===== config.mk =====
export PLATFORM = sky130hd
export DESIGN_NAME = cpu_out_capture_flat
export DESIGN_NICKNAME = d
export VERILOG_FILES = /design/src/rtl/cpu_out_capture_if.sv /design/src/rtl/cpu_out_capture.sv /design/src/flat_wrapper.sv
export SDC_FILE = /design/constraint.sdc
export NUM_CORES = 1
export LEC_CHECK = 0
export ABC_CLOCK_PERIOD_IN_PS = 13300
export CORE_MARGIN = 2
export CORE_UTILIZATION = 60
export DETAILED_ROUTE_END_ITERATION = 10
export PLACE_DENSITY = 0.77
export SLEW_MARGIN = 15
export SYNTH_ARGS = -nofsm -noshare
export SYNTH_HDL_FRONTEND = slang
export SYNTH_SLANG_ARGS = --single-unit

===== constraint.sdc =====
create_clock -name clk -period 13.3 [get_ports clk]
set_clock_uncertainty 0.2 [all_clocks]
set_input_delay 2.66 -clock clk [delete_from_list [all_inputs] [get_ports clk]]
set_output_delay 2.66 -clock clk [all_outputs]
set_load 0.1 [all_outputs]

===== src/rtl/cpu_out_capture_if.sv =====
// Bundle between the capture block and its neighbours: the observed CPU bus and
// controls on one side, the valid/ready read port and status on the other.
interface cpu_out_capture_if #(
  parameter int unsigned DATA_W = 10,
  parameter int unsigned TS_W   = 16,
  parameter int unsigned DEPTH  = 8
);
  localparam int unsigned LVL_W = $clog2(DEPTH) + 1;

  logic              en;
  logic [DATA_W-1:0] cpu_out;
  logic              clr_ovf;
  logic              rd_valid;
  logic              rd_ready;
  logic [DATA_W-1:0] rd_data;
  logic [TS_W-1:0]   rd_ts;
  logic [LVL_W-1:0]  level;
  logic              overflow;
  logic [7:0]        drop_cnt;

  // Environment side: drives the CPU bus, controls and the consumer handshake.
  modport master (
    output en, cpu_out, clr_ovf, rd_ready,
    input  rd_valid, rd_data, rd_ts, level, overflow, drop_cnt
  );

  // Capture block side.
  modport slave (
    input  en, cpu_out, clr_ovf, rd_ready,
    output rd_valid, rd_data, rd_ts, level, overflow, drop_cnt
  );
endinterface


===== src/rtl/cpu_out_capture.sv =====
// Watches the CPU output bus, records every value change with a free-running
// cycle stamp in a small FIFO and hands entries to a valid/ready consumer.
module cpu_out_capture #(
  parameter int unsigned DATA_W = 10,
  parameter int unsigned TS_W   = 16,
  parameter int unsigned DEPTH  = 8
) (
  input logic              clk,
  input logic              reset,
  cpu_out_capture_if.slave bus
);
  localparam int unsigned PTR_W = $clog2(DEPTH);
  localparam int unsigned LVL_W = PTR_W + 1;

  localparam logic [PTR_W-1:0] PTR_ONE  = PTR_W'(1);
  localparam logic [LVL_W-1:0] LVL_ONE  = LVL_W'(1);
  localparam logic [LVL_W-1:0] LVL_FULL = LVL_W'(DEPTH);
  localparam logic [TS_W-1:0]  TS_ONE   = TS_W'(1);
  localparam logic [7:0]       DROP_MAX = 8'hFF;

  logic [DATA_W-1:0] r_last;
  logic [TS_W-1:0]   r_ts;
  logic [PTR_W-1:0]  r_wptr;
  logic [PTR_W-1:0]  r_rptr;
  logic [LVL_W-1:0]  r_level;
  logic              r_overflow;
  logic [7:0]        r_drop_cnt;
  logic [DATA_W-1:0] r_mem_data [DEPTH];
  logic [TS_W-1:0]   r_mem_ts   [DEPTH];

  logic             w_evt;
  logic             w_empty;
  logic             w_full;
  logic             w_pop;
  logic             w_push;
  logic             w_drop;
  logic [LVL_W-1:0] w_level_d;

  // Event detection and FIFO handshake decode.
  always_comb begin
    w_evt   = bus.en && (bus.cpu_out != r_last);
    w_empty = (r_level == '0);
    w_full  = (r_level == LVL_FULL);
    // rd_valid is purely registered state, so pop never loops back into it.
    w_pop   = !w_empty && bus.rd_ready;
    // A full FIFO still accepts the event if the head leaves in the same cycle.
    w_push  = w_evt && (!w_full || w_pop);
    w_drop  = w_evt && w_full && !w_pop;
  end

  // Occupancy next state; simultaneous push and pop leave it unchanged.
  always_comb begin
    w_level_d = r_level;
    unique case ({w_push, w_pop})
      2'b10:   w_level_d = r_level + LVL_ONE;
      2'b01:   w_level_d = r_level - LVL_ONE;
      default: w_level_d = r_level;
    endcase
  end

  // Cycle stamp: counts every edge after reset release, regardless of en.
  always_ff @(posedge clk or negedge reset) begin
    if (!reset) begin
      r_ts <= '0;
    end else begin
      r_ts <= r_ts + TS_ONE;
    end
  end

  // Last sampled bus value; follows the bus whenever enabled, even on drops.
  always_ff @(posedge clk or negedge reset) begin
    if (!reset) begin
      r_last <= '0;
    end else if (bus.en) begin
      r_last <= bus.cpu_out;
    end
  end

  // FIFO pointers and occupancy.
  always_ff @(posedge clk or negedge reset) begin
    if (!reset) begin
      r_wptr  <= '0;
      r_rptr  <= '0;
      r_level <= '0;
    end else begin
      if (w_push) begin
        r_wptr <= r_wptr + PTR_ONE;
      end
      if (w_pop) begin
        r_rptr <= r_rptr + PTR_ONE;
      end
      r_level <= w_level_d;
    end
  end

  // Entry storage; contents are masked at the outputs while empty, so no reset.
  always_ff @(posedge clk) begin
    if (w_push) begin
      r_mem_data[r_wptr] <= bus.cpu_out;
      r_mem_ts[r_wptr]   <= r_ts;
    end
  end

  // Overflow flag and drop counter; a drop in the same cycle beats a clear.
  always_ff @(posedge clk or negedge reset) begin
    if (!reset) begin
      r_overflow <= 1'b0;
      r_drop_cnt <= '0;
    end else if (w_drop) begin
      r_overflow <= 1'b1;
      if (bus.clr_ovf) begin
        r_drop_cnt <= 8'd1;
      end else if (r_drop_cnt != DROP_MAX) begin
        r_drop_cnt <= r_drop_cnt + 8'd1;
      end
    end else if (bus.clr_ovf) begin
      r_overflow <= 1'b0;
      r_drop_cnt <= '0;
    end
  end

  // Read port and status; head fields read zero while the FIFO is empty.
  always_comb begin
    bus.rd_valid = !w_empty;
    bus.rd_data  = w_empty ? '0 : r_mem_data[r_rptr];
    bus.rd_ts    = w_empty ? '0 : r_mem_ts[r_rptr];
    bus.level    = r_level;
    bus.overflow = r_overflow;
    bus.drop_cnt = r_drop_cnt;
  end
endmodule


===== src/flat_wrapper.sv =====
// flat-port wrapper written by rule: the top's interface ports become plain ports
module cpu_out_capture_flat 
#(
  parameter int unsigned DATA_W = 10,
  parameter int unsigned TS_W   = 16,
  parameter int unsigned DEPTH  = 8
)
  (clk, reset, bus_en, bus_cpu_out, bus_clr_ovf, bus_rd_ready, bus_rd_valid, bus_rd_data, bus_rd_ts, bus_level, bus_overflow, bus_drop_cnt);
  cpu_out_capture_if #(.DATA_W(DATA_W), .TS_W(TS_W), .DEPTH(DEPTH)) bus_i ();
  input logic clk;
  input logic reset;
  input wire logic [$bits(bus_i.en)-1:0] bus_en;
  input wire logic [$bits(bus_i.cpu_out)-1:0] bus_cpu_out;
  input wire logic [$bits(bus_i.clr_ovf)-1:0] bus_clr_ovf;
  input wire logic [$bits(bus_i.rd_ready)-1:0] bus_rd_ready;
  output wire logic [$bits(bus_i.rd_valid)-1:0] bus_rd_valid;
  output wire logic [$bits(bus_i.rd_data)-1:0] bus_rd_data;
  output wire logic [$bits(bus_i.rd_ts)-1:0] bus_rd_ts;
  output wire logic [$bits(bus_i.level)-1:0] bus_level;
  output wire logic [$bits(bus_i.overflow)-1:0] bus_overflow;
  output wire logic [$bits(bus_i.drop_cnt)-1:0] bus_drop_cnt;
  assign bus_i.en = bus_en;
  assign bus_i.cpu_out = bus_cpu_out;
  assign bus_i.clr_ovf = bus_clr_ovf;
  assign bus_i.rd_ready = bus_rd_ready;
  assign bus_rd_valid = bus_i.rd_valid;
  assign bus_rd_data = bus_i.rd_data;
  assign bus_rd_ts = bus_i.rd_ts;
  assign bus_level = bus_i.level;
  assign bus_overflow = bus_i.overflow;
  assign bus_drop_cnt = bus_i.drop_cnt;
  cpu_out_capture #(.DATA_W(DATA_W), .TS_W(TS_W), .DEPTH(DEPTH)) u_core (.clk(clk), .reset(reset), .bus(bus_i));
endmodule

## Yosys cells after proc, flatten, opt, wreduce, memory -nomap -nowiden

Memories as Yosys holds them, arrays and structs flattened.
Cells that the tools add are included.

| storage, ports and cells | value |
|---|---|
| register bits after elaboration | 45 |
| latch bits | 0 |
| memory bits (writable) | 208 |
| memory bits (read-only) | 0 |
| input bits | 15 |
| output and inout bits | 40 |
| logic and storage cells | 45 |
| memories kept | 2 |

Memory list:

| name | depth | width | read ports | clocked after Yosys merged registers in | wr ports | RTL line | text |
|---|---|---|---|---|---|---|---|
| u_core.r_mem_ts | 8 | 16 | 1 | 0 | 1 | cpu_out_capture.sv:29 | `logic [TS_W-1:0] r_mem_ts [DEPTH];` |
| u_core.r_mem_data | 8 | 10 | 1 | 0 | 1 | cpu_out_capture.sv:28 | `logic [DATA_W-1:0] r_mem_data [DEPTH];` |

| operators by class | value |
|---|---|
| add/subtract/negate cells | 6 |
| multiply operators | 0 |
| div/mod/pow operators | 0 |
| order comparisons | 0 |
| equality and inequality tests | 5 |
| shift-type cells | 0 |
| mux-type cells | 11 |
| bitwise logic cells | 0 |
| reductions and logical operators | 14 |

Operators by type and width:

| operator | number |
|---|---|
| $mux W8 | 4 |
| $add A16 B1 Y16 const B | 1 |
| $mux W16 | 1 |
| $mux W10 | 1 |
| $ne A10 B10 Y1 | 1 |
| $add A8 B1 Y8 const B | 1 |
| $ne A8 B8 Y1 const B | 1 |
| $pmux W4 S2 | 1 |
| $add A3 B1 Y3 const B | 2 |
| $reduce_bool A2 Y1 | 3 |
| $logic_and A1 B1 Y1 | 5 |
| $add A4 B1 Y4 const B | 1 |
| $eq A4 B4 Y1 const B | 1 |
| $logic_not A4 Y1 | 1 |
| $mux W1 | 4 |
| $sub A4 B1 Y4 const B | 1 |
| $logic_not A1 Y1 | 3 |
| $eq A2 B1 Y1 const B | 1 |
| $eq A2 B2 Y1 const B | 1 |
| $reduce_and A2 Y1 | 1 |
| $logic_or A1 B1 Y1 | 1 |

## Logic depth before layout (Yosys ltp)

| logic depth | value |
|---|---|
| depth in word-level cells | 7 |
| mapped depth | 14 |
| gate-level depth less buffers | 12 |

## Worst setup path after synthesis

Ideal clock, no wire load.

| timing | value |
|---|---|
| kind | input to register |
| from | input port bus_cpu_out[4] |
| to | memory u_core.r_mem_data[2][0], enable pin |
| setup time | 0.484 ns |
| arrival time | 6.111 ns |
| required time | 12.616 ns |
| slack | 6.505 ns |
| stages on the path | 5 |
| buffers on the path | 0 |
| path through | xnor2_1 > nand4_1 > o31a_1 > nand2_1 > nor4b_1 |

| between the ends | value |
|---|---|
| longest elaborated chain between the ends | 5 |

Ends and longest elaborated chain:

| what | RTL line | text |
|---|---|---|
| start, declared | flat_wrapper.sv:13 | `input wire logic [$bits(bus_i.cpu_out)-1:0] bus_cpu_out;` |
| $ne A10 B10 Y1 | cpu_out_capture.sv:41 | `w_evt = bus.en && (bus.cpu_out != r_last);` |
| $logic_and A1 B1 Y1 | cpu_out_capture.sv:41 |  |
| $logic_and A1 B1 Y1 | cpu_out_capture.sv:47 | `w_push = w_evt && (!w_full \|\| w_pop);` |
| $mux W1 | cpu_out_capture.sv:98 | `if (w_push) begin` |
| $mux W1 (not written as such) | cpu_out_capture.sv:99 | `r_mem_data[r_wptr] <= bus.cpu_out;` |
| end, declared | cpu_out_capture.sv:28 |  |

Every way passes these cells.

## Final worst setup path

| timing | value |
|---|---|
| from | register u_core.r_rptr[1] |
| to | output port bus_rd_data[6] |

| between the ends | value |
|---|---|
| longest elaborated chain between the ends | 2 |

Ends and longest elaborated chain:

| what | RTL line | text |
|---|---|---|
| start, declared | cpu_out_capture.sv:24 | `logic [PTR_W-1:0] r_rptr;` |
| start signal, assigned | cpu_out_capture.sv:90 | `r_rptr <= r_rptr + PTR_ONE;` |
| $mem_v2 Z8 W10 | -- |  |
| $mux W10 | cpu_out_capture.sv:125 | `bus.rd_data = w_empty ? '0 : r_mem_data[r_rptr];` |
| end, declared | flat_wrapper.sv:17 | `output wire logic [$bits(bus_i.rd_data)-1:0] bus_rd_data;` |

Every way passes these cells.

==> results_dict.tcl <==
set metrics [dict create \
    ctsHoldBuffers 0 \
    hold_violations 0 \
    die_h_um 134 \
    initial_core_util_pct 61.2 \
    drtPass1Iterations 4 \
    path_class "register to output pin" \
    synth-edff-count 208 \
    place.gp.congestion 0.766 \
    status "finished, final reports clean" \
    final_cell_mix "208 x edfxtp_1, 53 x clkdlybuf4s50_1, 52 x mux4_2" \
    drt_wl_total_um 19400 \
    grt_pass1_vias 5474 \
    max-slew-margin-rel_pct 32.0 \
    cts_setup_buffers 0 \
    nets 628 \
    period_share_pct 47.1 \
    wire_per_inst_um 23.0 \
    fill_cells 992 \
    rows 47 \
    vias_per_cell 5.97 \
    synth_warnings 0 \
    worstPathMaxFanout 42 \
    core_um2 16500 \
    grt_max_degree 55 \
    maxCapViolCount 0 \
    cts_root_buf "clkbuf_16" \
    cts_tree "done" \
    hpwl_um 11000 \
    portBuffers 54 \
    layout_commonest_cell "edfxtp_1" \
    grt_pass1_wl_um 31000 \
    ys_types 41 \
    ioPinCount 55 \
    cp.arrival_ns 3.41 \
    num_antenna_cells 0 \
    antenna_found_initial 0 \
    synth-async-reset-ratio_pct 17.8 \
    fp.dieW_um 134 \
    crit_path_end_kind "output pin" \
    worst_pin_slew_ns 1.02 \
    whs_ns 0.292 \
    synth_top_area_share_pct 61.7 \
    cp-start-kind "register" \
    syn_avg_cell_area_um2 18.9 \
    post-route-drc-count 0 \
    fin_setup_tns_ns 0 \
    cts_buffers 25 \
    synth_nets 558 \
    finalMaxSlewViolations 0 \
    numClockSinks 253 \
    drt_iter0_drc 342 \
    synth_area_leaders "edfxtp_1 62%, mux4_2 12%, dfrtp_1 11%" \
    grt_usage_pct 22.9 \
    yosysSeqAreaShare_pct 72.9 \
    synth_top_cell_by_area "edfxtp_1" \
    clk_pin_slew_ns 0.06 \
    min_path_type "register to register" \
    crit_required_ns 10.44 \
    syn_area_um2 10100 \
    netlist_instances 536 \
    rsz0062_at_grt "no" \
    clock.fmax_mhz 160 \
    num_vias 5039 \
    drive_gt1_share_pct 21.3 \
    r2r_slack_ns 10.10 \
    period_minus_slack_ns 6.27 \
    area_delta_synth_final_pct 16.6 \
    synth-seq-cells 253 \
    drtAntennaViolNets 0 \
    cts_buffer_depth 3 \
    clk_latency_ns 0.51 \
    grt_remaining_overflow 0 \
    htreeDepth 1 \
    die_area_um2 17900 \
    cts_resized 0 \
    setup_viol_count_final 0 \
    synth-main-ff-cell "edfxtp_1" \
]
==> worst paths after layout <==
| kind | from | endpoint | depth (start not counted) |
|---|---|---|---|
| min in group asynchronous | reset | u_core.r_last[3]$_DFFE_PN0P_ | 1 |
| max in group asynchronous | reset | u_core.r_rptr[0]$_DFFE_PN0P_ | 1 |
| hold reg to reg | u_core.bus.overflow$_DFFE_PN0P_ | u_core.bus.overflow$_DFFE_PN0P_ | 1 |
| setup reg to reg | u_core.r_last[0]$_DFFE_PN0P_ | u_core.bus.level[3]$_DFFE_PN0P_ | 12 |
| setup / recovery | u_core.r_rptr[1]$_DFFE_PN0P_ | bus_rd_data[6] | 5 |
| hold / removal | u_core.bus.overflow$_DFFE_PN0P_ | u_core.bus.overflow$_DFFE_PN0P_ | 1 |
==> logic make-up after synthesis <==
| kind of cell | synth area share (%) |
|---|---|
| muxes | 16.1 |
| buffers and inverters | 1.13 |
| xor gates and xnor gates | 2.60 |
| DFF | 72.9 |
| AOI/OAI and AO/OA | 1.30 |
| adders and majority gates | 0.940 |
| and+or+nand+nor | 5.08 |
==> sequential cells by signal, summed over array words and instances, names as in the netlist <==
name	flops
u_core.r_mem_ts	128
u_core.r_rptr	3
u_core.r_last	10
u_core.bus.drop_cnt	8
u_core.bus.overflow	1
u_core.r_mem_data	80
u_core.r_wptr	3
u_core.r_ts	16
u_core.bus.level	4
==> cells in the mapped netlist (3+ instances only) <==
cell      number
ha_1           6
nand2_1       14
dfrtp_1       45
mux2_2        13
clkbuf_1      13
and2_1         3
mux4_2        52
inv_1          6
nand4_1        7
mux2i_1       31
xor2_1         6
buf_1         10
and3_1         3
nor2_1        34
xnor2_1       24
o21ai_0        3
o31ai_1        4
a21oi_1        6
nor3b_1        3
nor3_1         6
edfxtp_1     208
nand3_1       12
or4_1          4
or3_1          3
==> through the flow <==
stage / utilization [%] / setup slack (ns) / area (µm²) / instances
after global placement: 66.4 / 7.29 / 11000 / 798
after detailed placement: 66.4 / 7.16 / 11000 / 798
after floorplan: - / 6.50 / 10100 / 536
after CTS: 71.2 / 6.81 / 11800 / 843
after global routing: 71.4 / 6.91 / 11800 / 844
final: 71.4 / 7.03 / 11800 / 844
==> critical path, cell delays in order, from the launching register on <==
cell             delay [ns]
dfrtp_2                0.56
buf_4                  0.59
mux4_2                 0.33
mux2i_1                0.08
nor2_1                 0.18
clkdlybuf4s50_1        1.17
==> layer usage <==
layer | routed length [µm] | global-route usage (%) | up-vias
met5 | 0 | 0 | -
met2 | 10100 | 39.2 | 141
met4 | 365 | 6.56 | 0
met1 | 8090 | 31.4 | 2607
met3 | 905 | 3.36 | 29
li1 | - | - | 2262
==> area by class of cell <==
cell class	count	area, µm²	area share (%)
timing repair buffer	67	656	5.56
sequential	253	7380	62.5
inverter	6	22.5	0.191
multi-input combinational	253	2670	22.7
clock inverter	10	72.6	0.615
tap	220	275	2.33
clock buffer	35	723	6.13
Power is not shown: default switching activity piles up to over one toggle a cycle in this logic, so the estimate is an artifact.
